==> src/rtl/stall_ctrl_if.sv <==
// Decode-side handshake bundle between the D stage and the stall controller.
// The D stage drives the decoded instruction fields; the stall controller
// answers with the pipeline register enables/clears and the mult/div busy flag.
interface stall_ctrl_if;
    logic [4:0] d_rs;
    logic [4:0] d_rt;
    logic [1:0] d_tuse_rs;
    logic [1:0] d_tuse_rt;
    logic [4:0] d_dst;
    logic [1:0] d_tnew;
    logic       d_md_start;
    logic       d_md_div;
    logic       d_md_use;
    logic       stall;
    logic       pc_en;
    logic       fd_en;
    logic       de_clr;
    logic       md_busy;

    modport master (
        output d_rs, d_rt, d_tuse_rs, d_tuse_rt, d_dst, d_tnew,
               d_md_start, d_md_div, d_md_use,
        input  stall, pc_en, fd_en, de_clr, md_busy
    );

    modport slave (
        input  d_rs, d_rt, d_tuse_rs, d_tuse_rt, d_dst, d_tnew,
               d_md_start, d_md_div, d_md_use,
        output stall, pc_en, fd_en, de_clr, md_busy
    );
endinterface

==> src/rtl/stall_ctrl.sv <==
// Pipeline stall controller.
// Keeps a shadow copy of the E and M stage destination registers together
// with their remaining Tnew, and a countdown of the mult/div busy window.
// A D-stage instruction is held (PC and IF/ID frozen, bubble into ID/EX)
// whenever forwarding cannot supply one of its sources in time, or when it
// touches HI/LO while the multiply/divide unit is still working.
module stall_ctrl #(
    parameter int MULT_CYC = 5,
    parameter int DIV_CYC  = 10,
    parameter int CNT_W    = 4
) (
    input logic         clk,
    input logic         reset,
    stall_ctrl_if.slave bus
);

    typedef enum logic {
        IDLE,
        BUSY
    } mdState_t;

    logic [4:0]       eDst_q, eDst_d;
    logic [1:0]       eTnew_q, eTnew_d;
    logic             eMd_q, eMd_d;
    logic             eDiv_q, eDiv_d;
    logic [4:0]       mDst_q, mDst_d;
    logic [1:0]       mTnew_q, mTnew_d;
    logic [CNT_W-1:0] mdCnt_q;
    logic [CNT_W-1:0] mdLoad;
    mdState_t         mdState_q;

    logic rawRs;
    logic rawRt;
    logic mdHaz;
    logic stallNow;

    // Hazard detection: a source stalls only if a producer in E or M will not
    // have its result ready by the time D needs it; $0 is never a hazard.
    always_comb begin
        rawRs = (bus.d_rs != 5'd0) &&
                (((eDst_q == bus.d_rs) && (eTnew_q > bus.d_tuse_rs)) ||
                 ((mDst_q == bus.d_rs) && (mTnew_q > bus.d_tuse_rs)));
        rawRt = (bus.d_rt != 5'd0) &&
                (((eDst_q == bus.d_rt) && (eTnew_q > bus.d_tuse_rt)) ||
                 ((mDst_q == bus.d_rt) && (mTnew_q > bus.d_tuse_rt)));
        mdHaz = bus.d_md_use && ((mdState_q == BUSY) || eMd_q);
        stallNow = rawRs || rawRt || mdHaz;
    end

    assign bus.stall   = stallNow;
    assign bus.pc_en   = ~stallNow;
    assign bus.fd_en   = ~stallNow;
    assign bus.de_clr  = stallNow;
    assign bus.md_busy = (mdState_q == BUSY);

    // Next shadow contents: a stalled D instruction becomes a bubble in E, and
    // whatever was in E moves to M with one cycle less to wait.
    always_comb begin
        eDst_d  = stallNow ? 5'd0 : bus.d_dst;
        eTnew_d = stallNow ? 2'd0 : bus.d_tnew;
        eMd_d   = stallNow ? 1'b0 : bus.d_md_start;
        eDiv_d  = stallNow ? 1'b0 : bus.d_md_div;
        mDst_d  = eDst_q;
        mTnew_d = (eTnew_q == 2'd0) ? 2'd0 : eTnew_q - 2'd1;
    end

    // Shadow scoreboard registers for the E and M stages.
    always_ff @(posedge clk) begin
        if (reset) begin
            eDst_q  <= 5'd0;
            eTnew_q <= 2'd0;
            eMd_q   <= 1'b0;
            eDiv_q  <= 1'b0;
            mDst_q  <= 5'd0;
            mTnew_q <= 2'd0;
        end else begin
            eDst_q  <= eDst_d;
            eTnew_q <= eTnew_d;
            eMd_q   <= eMd_d;
            eDiv_q  <= eDiv_d;
            mDst_q  <= mDst_d;
            mTnew_q <= mTnew_d;
        end
    end

    assign mdLoad = eDiv_q ? CNT_W'(DIV_CYC) : CNT_W'(MULT_CYC);

    // Busy window FSM: a start leaving E reloads the counter (even mid-count),
    // otherwise it counts down and drops back to IDLE on reaching zero.
    always_ff @(posedge clk) begin
        if (reset) begin
            mdCnt_q   <= '0;
            mdState_q <= IDLE;
        end else if (eMd_q) begin
            mdCnt_q   <= mdLoad;
            mdState_q <= (mdLoad != '0) ? BUSY : IDLE;
        end else if (mdCnt_q != '0) begin
            mdCnt_q   <= mdCnt_q - 1'b1;
            mdState_q <= (mdCnt_q != CNT_W'(1)) ? BUSY : IDLE;
        end
    end

endmodule

==> src/flat_wrapper.sv <==
// flat-port wrapper written by rule: the top's interface ports become plain ports
module stall_ctrl_flat 
#(
    parameter int MULT_CYC = 5,
    parameter int DIV_CYC  = 10,
    parameter int CNT_W    = 4
)
  (clk, reset, bus_d_rs, bus_d_rt, bus_d_tuse_rs, bus_d_tuse_rt, bus_d_dst, bus_d_tnew, bus_d_md_start, bus_d_md_div, bus_d_md_use, bus_stall, bus_pc_en, bus_fd_en, bus_de_clr, bus_md_busy);
  stall_ctrl_if bus_i ();
  input logic clk;
  input logic reset;
  input wire logic [$bits(bus_i.d_rs)-1:0] bus_d_rs;
  input wire logic [$bits(bus_i.d_rt)-1:0] bus_d_rt;
  input wire logic [$bits(bus_i.d_tuse_rs)-1:0] bus_d_tuse_rs;
  input wire logic [$bits(bus_i.d_tuse_rt)-1:0] bus_d_tuse_rt;
  input wire logic [$bits(bus_i.d_dst)-1:0] bus_d_dst;
  input wire logic [$bits(bus_i.d_tnew)-1:0] bus_d_tnew;
  input wire logic [$bits(bus_i.d_md_start)-1:0] bus_d_md_start;
  input wire logic [$bits(bus_i.d_md_div)-1:0] bus_d_md_div;
  input wire logic [$bits(bus_i.d_md_use)-1:0] bus_d_md_use;
  output wire logic [$bits(bus_i.stall)-1:0] bus_stall;
  output wire logic [$bits(bus_i.pc_en)-1:0] bus_pc_en;
  output wire logic [$bits(bus_i.fd_en)-1:0] bus_fd_en;
  output wire logic [$bits(bus_i.de_clr)-1:0] bus_de_clr;
  output wire logic [$bits(bus_i.md_busy)-1:0] bus_md_busy;
  assign bus_i.d_rs = bus_d_rs;
  assign bus_i.d_rt = bus_d_rt;
  assign bus_i.d_tuse_rs = bus_d_tuse_rs;
  assign bus_i.d_tuse_rt = bus_d_tuse_rt;
  assign bus_i.d_dst = bus_d_dst;
  assign bus_i.d_tnew = bus_d_tnew;
  assign bus_i.d_md_start = bus_d_md_start;
  assign bus_i.d_md_div = bus_d_md_div;
  assign bus_i.d_md_use = bus_d_md_use;
  assign bus_stall = bus_i.stall;
  assign bus_pc_en = bus_i.pc_en;
  assign bus_fd_en = bus_i.fd_en;
  assign bus_de_clr = bus_i.de_clr;
  assign bus_md_busy = bus_i.md_busy;
  stall_ctrl #(.MULT_CYC(MULT_CYC), .DIV_CYC(DIV_CYC), .CNT_W(CNT_W)) u_core (.clk(clk), .reset(reset), .bus(bus_i));
endmodule
==> config.mk <==
export PLATFORM = sky130hd
export DESIGN_NAME = stall_ctrl_flat
export DESIGN_NICKNAME = d
export VERILOG_FILES = /design/src/rtl/stall_ctrl_if.sv /design/src/rtl/stall_ctrl.sv /design/src/flat_wrapper.sv
export SDC_FILE = /design/constraint.sdc
export NUM_CORES = 1
export LEC_CHECK = 0
export CAP_MARGIN = 40
export CORE_ASPECT_RATIO = 1.75
export CORE_UTILIZATION = 53
export DETAILED_ROUTE_END_ITERATION = 10
export GPL_ROUTABILITY_DRIVEN = 0
export PLACE_DENSITY = 0.95
export SKIP_CTS_REPAIR_TIMING = 1
export SLEW_MARGIN = 20
export SYNTH_ARGS = -nofsm -noshare
export SYNTH_HDL_FRONTEND = slang
export SYNTH_SLANG_ARGS = --single-unit
==> constraint.sdc <==
create_clock -name clk -period 3.4 [get_ports clk]
set_input_delay 0.51 -clock clk [delete_from_list [all_inputs] [get_ports clk]]
set_output_delay 0.51 -clock clk [all_outputs]
set_load 0.01 [all_outputs]
* Yosys cells after proc, flatten, opt, wreduce, memory -nomap -nowiden *
Index checks and enable logic that the tools add are counted.

cells by class
  $lt $le $gt $ge = 4
  multiplexer cells = 7
  reductions and logical operators = 20
  $add $sub $neg = 2
  bitwise logic cells = 1
  equality and inequality tests = 5

operator list
  kind                 number
  $eq 5x5->1           4
  $mux 4               3
  $reduce_bool 5->1    2
  $gt 2x2->1           4
  $reduce_bool 4->1    2
  $logic_and 1x1->1    7
  $logic_or 1x1->1     5
  $mux 1               4
  $ne 4x1->1 const B   1
  $reduce_or 2->1      2
  $sub 4x1->4 const B  1
  $logic_not 2->1      1
  $reduce_bool 2->1    1
  $sub 2x1->2 const B  1
  $not 1->1            1

word-level totals
  bits of input ports = 26
  word-level logic and storage cells = 47
  bits in registers = 21
  output and inout bits = 5

* Logic depth before layout (Yosys ltp) *
  depth in word-level cells = 7
  gate-level depth with buffers = 8
  gate-level depth less buffers = 7

* Worst setup path before layout *
Ideal clock, no wire load.

  path type = in2out
  from = input bus_d_tuse_rt[1]
  to = output bus_pc_en
  data required time = 2.890 ns
  stages = 8
  path slack = 1.061 ns
  arrival = 1.829 ns
  cell sequence = inv_1 ha_1 nand2_1 nand4_1 nor4_1 o22ai_1 and3_1 buf_4

between the ends
  cells in the longest elaborated chain, start to end = 7
  elaborated cells on any way between the ends = 9

RTL lines
  item                                         line                                source
  from (decl)                                  flat_wrapper.sv:15                  input wire logic [$bits(bus_i.d_tuse_rt)-1:0] bus_d_tuse_rt;
  $gt 2x2->1, on equally long branches         stall_ctrl.sv:44, stall_ctrl.sv:45
  $logic_and 1x1->1, on equally long branches  stall_ctrl.sv:44, stall_ctrl.sv:45
  $logic_or 1x1->1 (*)                         stall_ctrl.sv:44                    (((eDst_q == bus.d_rt) && (eTnew_q > bus.d_tuse_rt)) ||
  $logic_and 1x1->1 (*)                        stall_ctrl.sv:43                    rawRt = (bus.d_rt != 5'd0) &&
  $logic_or 1x1->1 (*) (2 in a row)            stall_ctrl.sv:47                    stallNow = rawRs || rawRt || mdHaz;
  $not 1->1 (*)                                n/a
  to (decl)                                    flat_wrapper.sv:22                  output wire logic [$bits(bus_i.pc_en)-1:0] bus_pc_en;

Mark *: on every way between the ends. The rest lies on a longest branch, timed or not.

* Final worst setup path *
  from = input bus_d_tuse_rt[1]
  to = output bus_pc_en

between the ends
  cells in the longest elaborated chain, start to end = 7
  elaborated cells on any way between the ends = 9

RTL lines
  item                                         line                                source
  $gt 2x2->1, on equally long branches         stall_ctrl.sv:44, stall_ctrl.sv:45
  $logic_and 1x1->1, on equally long branches  stall_ctrl.sv:44, stall_ctrl.sv:45
  $logic_or 1x1->1 (*)                         stall_ctrl.sv:44
  $logic_and 1x1->1 (*)                        stall_ctrl.sv:43
  $logic_or 1x1->1 (*) (2 in a row)            stall_ctrl.sv:47
  $not 1->1 (*)                                stall_ctrl.sv:51                    assign bus.pc_en = ~stallNow;

Marks and branches as above.

==> results.py <==
metrics = {
    "status": {
        "status": "finished, final reports clean",
    },
    "routing": {
        "drt_first_pass_iters": 4,
        "ant_nets": 0,
        "drc": 0,
        "num_vias": 1161,
        "drt-total-wl_um": 2970,
        "drtIter0Drc": 44,
        "vias_per_cell": 5.923,
        "routedWlPerCell_um": 15.15,
    },
    "placed_design": {
        "placedCellCount": 192,
        "dpl.hpwl_um": 2371,
        "port_buffers": 30,
    },
    "clocking": {
        "h-tree-depth": 1,
        "clk_pin_slew_ns": 0.07,
        "cts_tree": "built",
        "clk_latency_ns": 0.26,
        "cts_buffers": 3,
        "clkSinkCount": 21,
        "clock_path_buffers": 2,
        "root_buffer": "clkbuf_8",
    },
    "pwr": {
        "switching_power_mw": 0.2948,
        "combPwrFrac_pct": 41.9,
        "p_total_mw": 0.8494,
        "vdd_ir_drop_max_mv": 0.4995,
        "cellLeakagePower_nw": 0.6838,
        "swShare_pct": 34.70,
        "powerDensity_mw_per_mm2": 513.1,
        "seqPwrFrac_pct": 39.2,
        "clkPwrFrac_pct": 18.9,
        "internal_power_mw": 0.5546,
    },
    "global_routing": {
        "overflow": 0,
        "grt_pass1_wl_um": 4512,
        "grt_start_max_net_pins": 22,
        "grt_pass1_vias": 1112,
        "grt.total_usage_pct": 24.31,
        "antenna_found_initial": 0,
    },
    "synthesis": {
        "synth_cells": 143,
        "synth_seq_cells": 21,
        "ys_seq_area_share_pct": 32.12,
        "avgSynthCellArea_um2": 9.152,
        "synthesis.nets": 181,
        "synth_area_mm2": 0.001309,
        "yosys_warnings": 0,
        "synth.distinct_cells": 27,
    },
    "worst_setup_path": {
        "cp.required_ns": 2.89,
        "cp_common_cell": "clkdlybuf4s50_1",
        "r2r-end": "u_core.eTnew_q[0]",
        "crit_chain": "clkdlybuf4s50_1, inv_1, ha_1, nand2_1, nand4_1, nor4_2, o22ai_1, and3_1, clkdlybuf4s50_1",
        "critical_path_class": "in -> out",
        "critPathCaptureType": "output port",
        "critPathLaunch": "bus_d_tuse_rt[1]",
        "rr_worst_depth": 7,
        "arrival_ns": 2.79,
        "slowest_stage": "clkdlybuf4s50_1",
        "cp-start-kind": "primary input",
        "max_stage_delay_ns": 0.49,
        "crit_path_max_fanout": 2,
        "r2r_setup_slack_ns": 1.38,
        "worstReg2RegStart": "u_core.eTnew_q[0]",
    },
    "die": {
        "core-area_mm2": 0.002302,
        "die_area_mm2": 0.002680,
        "row_count": 23,
        "die_h_um": 67.74,
        "fp.dieW_um": 39.57,
        "initial_core_util_pct": 56.85,
        "pin_count": 31,
    },
    "layout": {
        "final_common_cell": "clkdlybuf4s50_1",
        "drive_gt1_share_pct": 9.942,
        "nets": 210,
        "area_growth_pct": 26.48,
        "final_util_pct": 71.90,
        "fin_cells": 196,
        "final_cell_mix": "clkdlybuf4s50_1 (30), dfxtp_1 (21), xnor2_1 (14)",
        "diodes": 0,
    },
    "worst_hold_path": {
        "min_from": "u_core.eTnew_q[0]",
        "hold_path_class": "reg -> reg",
        "holdPathStages": 1,
        "holdPathEnd": "u_core.mTnew_q[0]",
    },
    "run": {
        "max-cap-violations": 0,
    },
    "sta": {
        "min_period_ns": 3.303,
        "fin_crit_sh_pct": 97.16,
        "fmax_mhz": 302.7,
        "clock_skew_ns": 0.005251,
        "worst_slew_pin_slew_ns": 0.6287,
        "whs_ns": 0.4252,
        "hold_viol_final": 0,
        "setup_viol": 0,
        "slew_headroom_pct": 57.95,
        "maxSlewViolCount": 0,
    },
}
==> power by group through the flow <==
stage               combinational [mW]  clock, mW  sequential, mW
floorplan                        0.242          0           0.328
global placement                 0.326          0           0.331
detailed placement               0.349          0           0.336
CTS                              0.354      0.163           0.331
global route                     0.395      0.174           0.338
finish                           0.356      0.160           0.333
==> per-stage QoR <==
stage / worst slack (ns) / instance area, um2 / TNS [ns]
after CTS: 0.09749 / 1649 / 0
after global placement: 0.1887 / 1595 / 0
after detailed placement: 0.1062 / 1600 / 0
after floorplan: 1.061 / 1309 / 0
after global routing: -0.01278 / 1655 / -0.01668
final: 0.09664 / 1655 / 0
==> Yosys cell counts <==
cell type / instances / area [um2]
a2111oi_0: 1 / 8.760
a21oi_1: 6 / 30.03
buf_4: 3 / 22.52
and2_1: 1 / 6.260
ha_1: 12 / 150.1
or4_4: 2 / 22.52
nor4_1: 4 / 25.02
inv_1: 13 / 48.80
o22a_1: 2 / 17.52
a211oi_1: 1 / 7.510
nor2_1: 4 / 15.01
o22ai_1: 2 / 12.51
nor2b_1: 5 / 31.28
mux2i_1: 1 / 10.01
buf_6: 1 / 11.26
clkbuf_1: 3 / 11.26
xor2_1: 9 / 78.83
o21ai_0: 3 / 15.01
nand2_1: 6 / 22.52
dfxtp_1: 21 / 420.4
nand3b_1: 9 / 67.56
nand4_1: 4 / 25.02
and3_1: 1 / 6.260
nand3_1: 1 / 5.000
nor3_1: 5 / 25.02
nor3_2: 9 / 90.09
xnor2_1: 14 / 122.6
==> per-layer routing <==
layer / wire, um / GRT usage (%) / up-vias
met5: 0 / 0 / -
met4: 112 / 14.22 / 0
met3: 157 / 2.632 / 14
met2: 1596 / 44.67 / 63
met1: 1103 / 24.22 / 536
li1: - / - / 548
==> critical path, delay by kind of cell <==
family / cells / cell delay, ns
buf+inv: 3 / 1.01
simple gates: 4 / 0.81
fa+ha+maj: 1 / 0.30
compound gates: 1 / 0.16
==> sequential cells by signal, indices dropped and copies added (netlist names) <==
register	count
u_core.mdCnt_q	4
u_core.eMd_q	1
u_core.bus.md_busy	1
u_core.eDiv_q	1
u_core.mTnew_q	2
u_core.mDst_q	5
u_core.eDst_q	5
u_core.eTnew_q	2
==> how the worst max path moves through the flow <==
| stage | to | slack, ns | depth (start not counted) |
|---|---|---|---|
| 2_1_floorplan | bus_pc_en | 1.06 | 8 |
| 3_3_place_gp | bus_de_clr | 0.19 | 9 |
| 6_report | bus_pc_en | 0.1 | 9 |
| 4_1_cts | bus_pc_en | 0.1 | 9 |
| 3_5_place_dp | bus_pc_en | 0.11 | 9 |
| 5_1_grt | bus_pc_en | -0.01 | 9 |
==> cells by family (layout without fill, tap and decap cells) <==
kind of cell,after synthesis,after routing,synth area share (%)
buf+inv,20,48,7.170
mux,1,1,0.7648
flops,21,21,32.12
fa+ha+maj,12,12,11.47
compound gates,15,15,6.979
xor+xnor,23,23,15.39
simple gates,51,51,26.10
==> layout make-up <==
cell class,count,area (um2)
timing repair buffer,31,305.3
sequential,21,420.4
multi-input combinational,102,800.8
inverter,13,48.80
fill,183,646.9
clock buffer,3,41.29
clock inverter,1,7.507
tap,25,31.28
(Power assumes the default switching activity.)
